<file path="config.mk">
export PLATFORM = sky130hd
export DESIGN_NAME = phase_readout_flat
export DESIGN_NICKNAME = d
export VERILOG_FILES = /design/src/rtl/phase_readout_pkg.sv /design/src/rtl/phase_readout_if.sv /design/src/rtl/phase_readout_sync.sv /design/src/rtl/phase_readout.sv /design/src/flat_wrapper.sv
export SDC_FILE = /design/constraint.sdc
export NUM_CORES = 1
export LEC_CHECK = 0
export BUFFER_PORTS_ARGS = -buffer_cell sky130_fd_sc_hd__buf_2
export CAP_MARGIN = 20
export CORE_ASPECT_RATIO = 1.5
export CORE_MARGIN = 1
export CORE_UTILIZATION = 40
export DETAILED_ROUTE_END_ITERATION = 10
export GPL_TIMING_DRIVEN = 0
export PLACE_DENSITY = 0.63
export SLEW_MARGIN = 10
export SYNTH_ARGS = -nofsm -noshare
export SYNTH_HDL_FRONTEND = slang
export SYNTH_SLANG_ARGS = --single-unit
export TNS_END_PERCENT = 30
</file>
<file path="constraint.sdc">
create_clock -name clk -period 4 [get_ports clk]
set_input_delay 0.6 -clock clk [delete_from_list [all_inputs] [get_ports clk]]
set_output_delay 0.6 -clock clk [all_outputs]
set_load 0.03 [all_outputs]
</file>
<file path="src/rtl/phase_readout_pkg.sv">
// Shared types and helpers for the phase readout block.
// Optional build macro: PHASE_DEGLITCH_EN (adds a 2-of-3 majority filter per tap).
package phase_readout_pkg;

  // Measurement sequencer states.
  typedef enum logic [1:0] {
    PR_IDLE   = 2'd0,
    PR_SETTLE = 2'd1,
    PR_COUNT  = 2'd2,
    PR_DONE   = 2'd3
  } pr_state_t;

  // Settle length: long enough to flush every stale sample from the tap pipeline.
  function automatic int settle_len(input int sync_stages);
`ifdef PHASE_DEGLITCH_EN
    return sync_stages + 2;
`else
    return sync_stages;
`endif
  endfunction

  // 2-of-3 majority vote.
  function automatic logic maj3(input logic [2:0] v);
    return (v[0] & v[1]) | (v[0] & v[2]) | (v[1] & v[2]);
  endfunction

endpackage

</file>
<file path="src/rtl/phase_readout_if.sv">
// Control/result bus between the register block (master) and phase_readout (slave).
interface phase_readout_if #(
  parameter int N     = 8,
  parameter int CNT_W = 16
);
  logic             start;
  logic [CNT_W-1:0] window;
  logic             busy;
  logic             done;
  logic [N-1:0]     spins;

  modport master (output start, window, input busy, done, spins);
  modport slave  (input start, window, output busy, done, spins);
endinterface

</file>
<file path="src/rtl/phase_readout_sync.sv">
// Single-bit synchroniser chain for one asynchronous oscillator tap.
module phase_sync #(
  parameter int SYNC_STAGES = 2
) (
  input  logic clk,
  input  logic axi_rst,
  input  logic d,
  output logic q
);
  logic [SYNC_STAGES-1:0] chain_reg;

  // Shift the raw tap through the flop chain; the oldest stage is the synchronised value.
  always_ff @(posedge clk) begin
    if (axi_rst) chain_reg <= '0;
    else         chain_reg <= {chain_reg[SYNC_STAGES-2:0], d};
  end

  assign q = chain_reg[SYNC_STAGES-1];
endmodule

</file>
<file path="src/rtl/phase_readout.sv">
// phase_readout: synchronises N oscillator taps, counts cycles each tap spends
// anti-phase to the reference tap (N-1) over a programmed window, and
// majority-decides one spin bit per oscillator.
// Optional build macro: PHASE_DEGLITCH_EN (2-of-3 majority filter after each synchroniser).
module phase_readout
  import phase_readout_pkg::*;
#(
  parameter int N           = 8,
  parameter int CNT_W       = 16,
  parameter int SYNC_STAGES = 2
) (
  input  logic            clk,
  input  logic            axi_rst,
  input  logic [N-1:0]    bot_row,
  phase_readout_if.slave  bus
);
  localparam int               L           = settle_len(SYNC_STAGES);
  localparam logic [CNT_W-1:0] SETTLE_LAST = CNT_W'(L - 1);

  logic [N-1:0]     s;
  logic [N-1:0]     f;
  logic [N-1:0]     m;
  logic [CNT_W-1:0] cnt_reg  [N];
  logic [CNT_W-1:0] cnt_next [N];
  logic [N-1:0]     spin_now;
  logic [N-1:0]     spin_next;

  pr_state_t        state_reg;
  logic [CNT_W-1:0] win_q_reg;
  logic [CNT_W-1:0] tmr_reg;
  logic             busy_reg;
  logic             done_reg;
  logic [N-1:0]     spins_reg;

  generate
    for (genvar gi = 0; gi < N; gi++) begin : g_tap
      phase_sync #(.SYNC_STAGES(SYNC_STAGES)) u_sync (
        .clk     (clk),
        .axi_rst (axi_rst),
        .d       (bot_row[gi]),
        .q       (s[gi])
      );
`ifdef PHASE_DEGLITCH_EN
      logic [2:0] tap_reg;
      // Keep the last three synchronised samples so single-cycle glitches are outvoted.
      always_ff @(posedge clk) begin
        if (axi_rst) tap_reg <= '0;
        else         tap_reg <= {tap_reg[1:0], s[gi]};
      end
      assign f[gi] = maj3(tap_reg);
`else
      assign f[gi] = s[gi];
`endif
      // Reference bit compares with itself, so m[N-1] and spins[N-1] stay 0.
      assign m[gi]         = f[gi] ^ f[N-1];
      assign cnt_next[gi]  = cnt_reg[gi] + CNT_W'(m[gi]);
      assign spin_now[gi]  = cnt_reg[gi]  > (win_q_reg >> 1);
      assign spin_next[gi] = cnt_next[gi] > (win_q_reg >> 1);
    end
  endgenerate

  // Measurement sequencer: owns window capture, settle/window timer, counters and outputs.
  always_ff @(posedge clk) begin
    if (axi_rst) begin
      state_reg <= PR_IDLE;
      win_q_reg <= '0;
      tmr_reg   <= '0;
      busy_reg  <= 1'b0;
      done_reg  <= 1'b0;
      spins_reg <= '0;
      for (int i = 0; i < N; i++) cnt_reg[i] <= '0;
    end else begin
      done_reg <= 1'b0;
      case (state_reg)
        PR_IDLE: begin
          if (bus.start) begin
            win_q_reg <= bus.window;
            tmr_reg   <= '0;
            busy_reg  <= 1'b1;
            state_reg <= PR_SETTLE;
            for (int i = 0; i < N; i++) cnt_reg[i] <= '0;
          end
        end
        PR_SETTLE: begin
          if (tmr_reg == SETTLE_LAST) begin
            tmr_reg <= '0;
            if (win_q_reg == '0) begin
              // Empty window: decide straight from the cleared counters.
              spins_reg <= spin_now;
              done_reg  <= 1'b1;
              state_reg <= PR_DONE;
            end else begin
              state_reg <= PR_COUNT;
            end
          end else begin
            tmr_reg <= tmr_reg + CNT_W'(1);
          end
        end
        PR_COUNT: begin
          for (int i = 0; i < N; i++) cnt_reg[i] <= cnt_next[i];
          if (tmr_reg == win_q_reg - CNT_W'(1)) begin
            // Decide on the post-increment counts so spins/done land in the DONE cycle.
            spins_reg <= spin_next;
            done_reg  <= 1'b1;
            state_reg <= PR_DONE;
          end else begin
            tmr_reg <= tmr_reg + CNT_W'(1);
          end
        end
        PR_DONE: begin
          busy_reg  <= 1'b0;
          state_reg <= PR_IDLE;
        end
        default: state_reg <= PR_IDLE;
      endcase
    end
  end

  assign bus.busy  = busy_reg;
  assign bus.done  = done_reg;
  assign bus.spins = spins_reg;
endmodule

</file>
<file path="src/flat_wrapper.sv">
// flat-port wrapper written by rule: the top's interface ports become plain ports
module phase_readout_flat import phase_readout_pkg::*;
#(
  parameter int N           = 8,
  parameter int CNT_W       = 16,
  parameter int SYNC_STAGES = 2
)
  (clk, axi_rst, bot_row, bus_start, bus_window, bus_busy, bus_done, bus_spins);
  phase_readout_if #(.N(N), .CNT_W(CNT_W)) bus_i ();
  input  logic clk;
  input  logic axi_rst;
  input  logic [N-1:0] bot_row;
  input wire logic [$bits(bus_i.start)-1:0] bus_start;
  input wire logic [$bits(bus_i.window)-1:0] bus_window;
  output wire logic [$bits(bus_i.busy)-1:0] bus_busy;
  output wire logic [$bits(bus_i.done)-1:0] bus_done;
  output wire logic [$bits(bus_i.spins)-1:0] bus_spins;
  assign bus_i.start = bus_start;
  assign bus_i.window = bus_window;
  assign bus_busy = bus_i.busy;
  assign bus_done = bus_i.done;
  assign bus_spins = bus_i.spins;
  phase_readout #(.N(N), .CNT_W(CNT_W), .SYNC_STAGES(SYNC_STAGES)) u_core (.clk(clk), .axi_rst(axi_rst), .bot_row(bot_row), .bus(bus_i));
endmodule
</file>
==> metrics <==
Chip Width between 150 and 200 µm; adder-cell share of the synthesized area 0.2125; CTS max path bufs 2; H-tree lvl count 4; Cells on Worst Hold Path 2; fmax ~270 MHz; Slew Limit Fails 0; crit path kind reg -> reg; global-route usage over all layers 0.2150; grt ovf 0; Root Driver clkbuf_16; complex-gate fraction of the synthesized area 0.1195; Inst Count DP 1925; Hold Crit Class in -> reg; Critical R2R Capture u_core.bus.spins[5]; Least-Margin Pin Slew around 1.1 ns; nets@finish ~1800; Worst Hold End u_core.g_tap[5].u_sync.chain_reg[0]; Seq/Total Area, Yosys 0.3209; critical path peak fanout 7; Worst VDD drop about 0.00035 V; Rows 82; # diodes 0; Worst slew margin 0.2702; DIE AREA roughly 35000 µm²; layout cells sized above 1 0.06254; Setup-failing EPs final 0; drt pass-1 iters 5; Mean Syn Cell Area ~9.3 µm²; Req. time, crit path ~4.3 ns; Core Box Area approximately 34000 µm²; final instance area approximately 15000 µm²; Final Cycle Share 0.9322; Power Density 584.6 nW/µm²; first-pass GRT wire length 58.79 mm; routability congestion estimate 0.8659; status finished clean; post-synthesis mux area share 0.003664; RSZ-0062 raised after global routing no; Clock Skew 0.009354 ns; starting density of the core 0.4072; routed vias/inst between 5 and 6; Leak 0.006485 µW; Syn Nets between 1500 and 2000; number of global-route vias before repair roughly 11000; worst-skew pair later-pin latency 0.45 ns; number of synthesized flops with an enable pin 96; Post-Synth XOR/XNOR Area 0.09104; drt total wl about 37 mm; Unique masters post-synth 71; Fin. Hold Viols 0; remaining antenna violation count after routing 0; WL per Instance approximately 19 µm; Power Total roughly 8800 µW; most used flip-flop cell after synthesis edfxtp_1; R2R setup slack 0.27 ns; CP endpoint kind register; RR Startpoint u_core.g_tap[7].u_sync.chain_reg[1]; clock-pin transition on the worst setup and hold timing paths approximately 0.070 ns; P&R area growth vs syn 9.571%; CTS tree yes; hold_buf cts 0; largest family of logic cells by synthesized area simple AND/OR/NAND/NOR gates; initial antenna violation count 0; max cap viols 0; total negative slack 0 ns; drt drc 0; clk sinks ~170; Worst Setup Start Kind register; Worst Hold Launch bot_row[5]; total CTS buffers 17; vias roughly 11000; Layout Cells excl Fill approximately 2000; critical path arrival just over 4 ns; Reg2Reg Depth 14; Post-Route Utilization 0.4461; Largest register FFs about 110; Final HPWL DP approximately 27 mm; dpl cell area roughly 14000 µm²; pin count of the biggest net entering global routing 49; IO Pins 37; port bufs 34; Async SR Flop Fraction 0; Gate Count Post-Synth between 1000 and 1500; Starting DRT DRC Count roughly 450; post-synthesis simple-gate area fraction 0.2254; synth warn 0; #FFs+latches synth ~170; Post-Syn Area 13660 µm²; post-route minimum period 3.729 ns; die span in y around 230 µm
cells in the mapped netlist, types with 4 or more instances:
cell type | instances | area share
edfxtp_1 | 96 | 0.21
a21oi_1 | 85 | 0.031
a32o_1 | 7 | 0.0051
and4_1 | 4 | 0.0026
nor3_1 | 22 | 0.0081
o21ai_0 | 47 | 0.017
nand2b_1 | 13 | 0.0060
nor2_1 | 86 | 0.024
inv_1 | 52 | 0.014
nor4_1 | 13 | 0.0060
clkbuf_1 | 34 | 0.0093
nand4_1 | 56 | 0.026
buf_2 | 6 | 0.0022
or4_1 | 4 | 0.0022
a2111oi_0 | 10 | 0.0064
nor3b_1 | 8 | 0.0044
o22ai_1 | 4 | 0.0018
dfxtp_1 | 75 | 0.11
or3_1 | 5 | 0.0023
and3_1 | 49 | 0.022
and2_1 | 81 | 0.037
nor2b_1 | 37 | 0.017
xnor2_1 | 68 | 0.044
a21o_1 | 21 | 0.012
o21a_1 | 10 | 0.0055
o211ai_1 | 8 | 0.0044
mux2i_1 | 5 | 0.0037
xor2_1 | 74 | 0.047
nand2_1 | 120 | 0.033
a211oi_1 | 17 | 0.0093
nand3_1 | 64 | 0.023
ha_1 | 232 | 0.21
critical path, stage by stage (launching register included):
cell     delay, ns
dfxtp_2       0.45
xor2_1        0.22
ha_1          0.21
nand3_1       0.15
nor3_1        0.39
and3_1        0.30
nand3_1       0.11
xnor2_1       0.17
ha_1          0.30
nand4_1       0.13
or2_2         0.33
o32ai_1       0.28
a31oi_1       0.09
o21ai_0       0.32
o41ai_2       0.12
repair_timing:
action,CTS,global route
buffers inserted,0,0
gates resized for setup,1,1
endpoints found under the setup margin,5,2
placed cells by master, fill, tap and decap left out, drive strengths merged, types with 6 or more instances in the layout:
master   Yosys  routed
clkbuf      34      53
and2        81      81
o21ai       49      49
nand2      120     120
a2111oi     11      11
dfxtp       75      75
nand2b      13      13
nor4        16      16
a211oi      17      17
inv         52      58
or4          6       6
a32o         7       7
nor2        87      87
and3        49      49
o21a        10      10
nor3b        8       8
a21oi       86      86
nand3       64      64
o211ai       8       8
clkinv       1       6
a21o        21      21
xnor2       68      68
nor3        23      23
ha         232     232
xor2        74      74
edfxtp      96      96
buf          7      42
nand4       56      56
nor2b       37      37
final cells by class:
type	instances	area (µm²)
multi-input cells	1205	8930
clock buffers	21	503.0
plain buffers	39	157.7
fillers	3210	18580
well taps	420	525.5
repair buffers	35	190.2
clock inverters	11	76.32
inverters	53	198.9
flip-flops and latches	171	4387
stage by stage:
stage	setup slack (ns)	hold slack, ns
2_1_floorplan	0.4923	0.4138
3_3_place_gp	-0.3253	0.4193
3_5_place_dp	-0.05331	0.4321
4_1_cts	0.07788	0.3429
5_1_grt	0.03030	0.3696
6_report	0.2711	0.3535
per-layer routing:
metal / global-route usage / part of all wire / vias up / routed length, µm
met5: 0 / 0 / - / 0
li1: - / - / 5495 / -
met1: 0.2359 / 0.41 / 5369 / 15010
met2: 0.3989 / 0.51 / 221 / 18790
met4: 0.1174 / 0.047 / 0 / 1731
met3: 0.02617 / 0.029 / 81 / 1051
cell families after synthesis:
family / count (synthesis)
adders and majority gates: 232
and+or+nand+nor: 577
xor gates and xnor gates: 142
other: 1
buffers and inverters: 94
AOI/OAI and AO/OA: 248
muxes: 5
DFF: 171
power breakdown:
part	internal, µW	switching, µW
logic	1720	2570
registers	2340	464
clock network	907	748
total	4970	3780
how the worst max path moves through the flow:
stage                                             start               endpoint  slack (ns)  cells past startpoint
global placement                                axi_rst  u_core.cnt_reg[0][55]       -0.33                      4
floorplan           u_core.g_tap[7].u_sync.chain_reg[1]    u_core.bus.spins[0]        0.49                     16
global route        u_core.g_tap[7].u_sync.chain_reg[1]    u_core.bus.spins[5]        0.03                     15
finish              u_core.g_tap[7].u_sync.chain_reg[1]    u_core.bus.spins[5]        0.27                     14
CTS                 u_core.g_tap[7].u_sync.chain_reg[1]    u_core.bus.spins[0]        0.08                     15
detailed placement                  u_core.win_q_reg[1]    u_core.bus.spins[4]       -0.05                     11
Power figures use the tool's default switching activity.
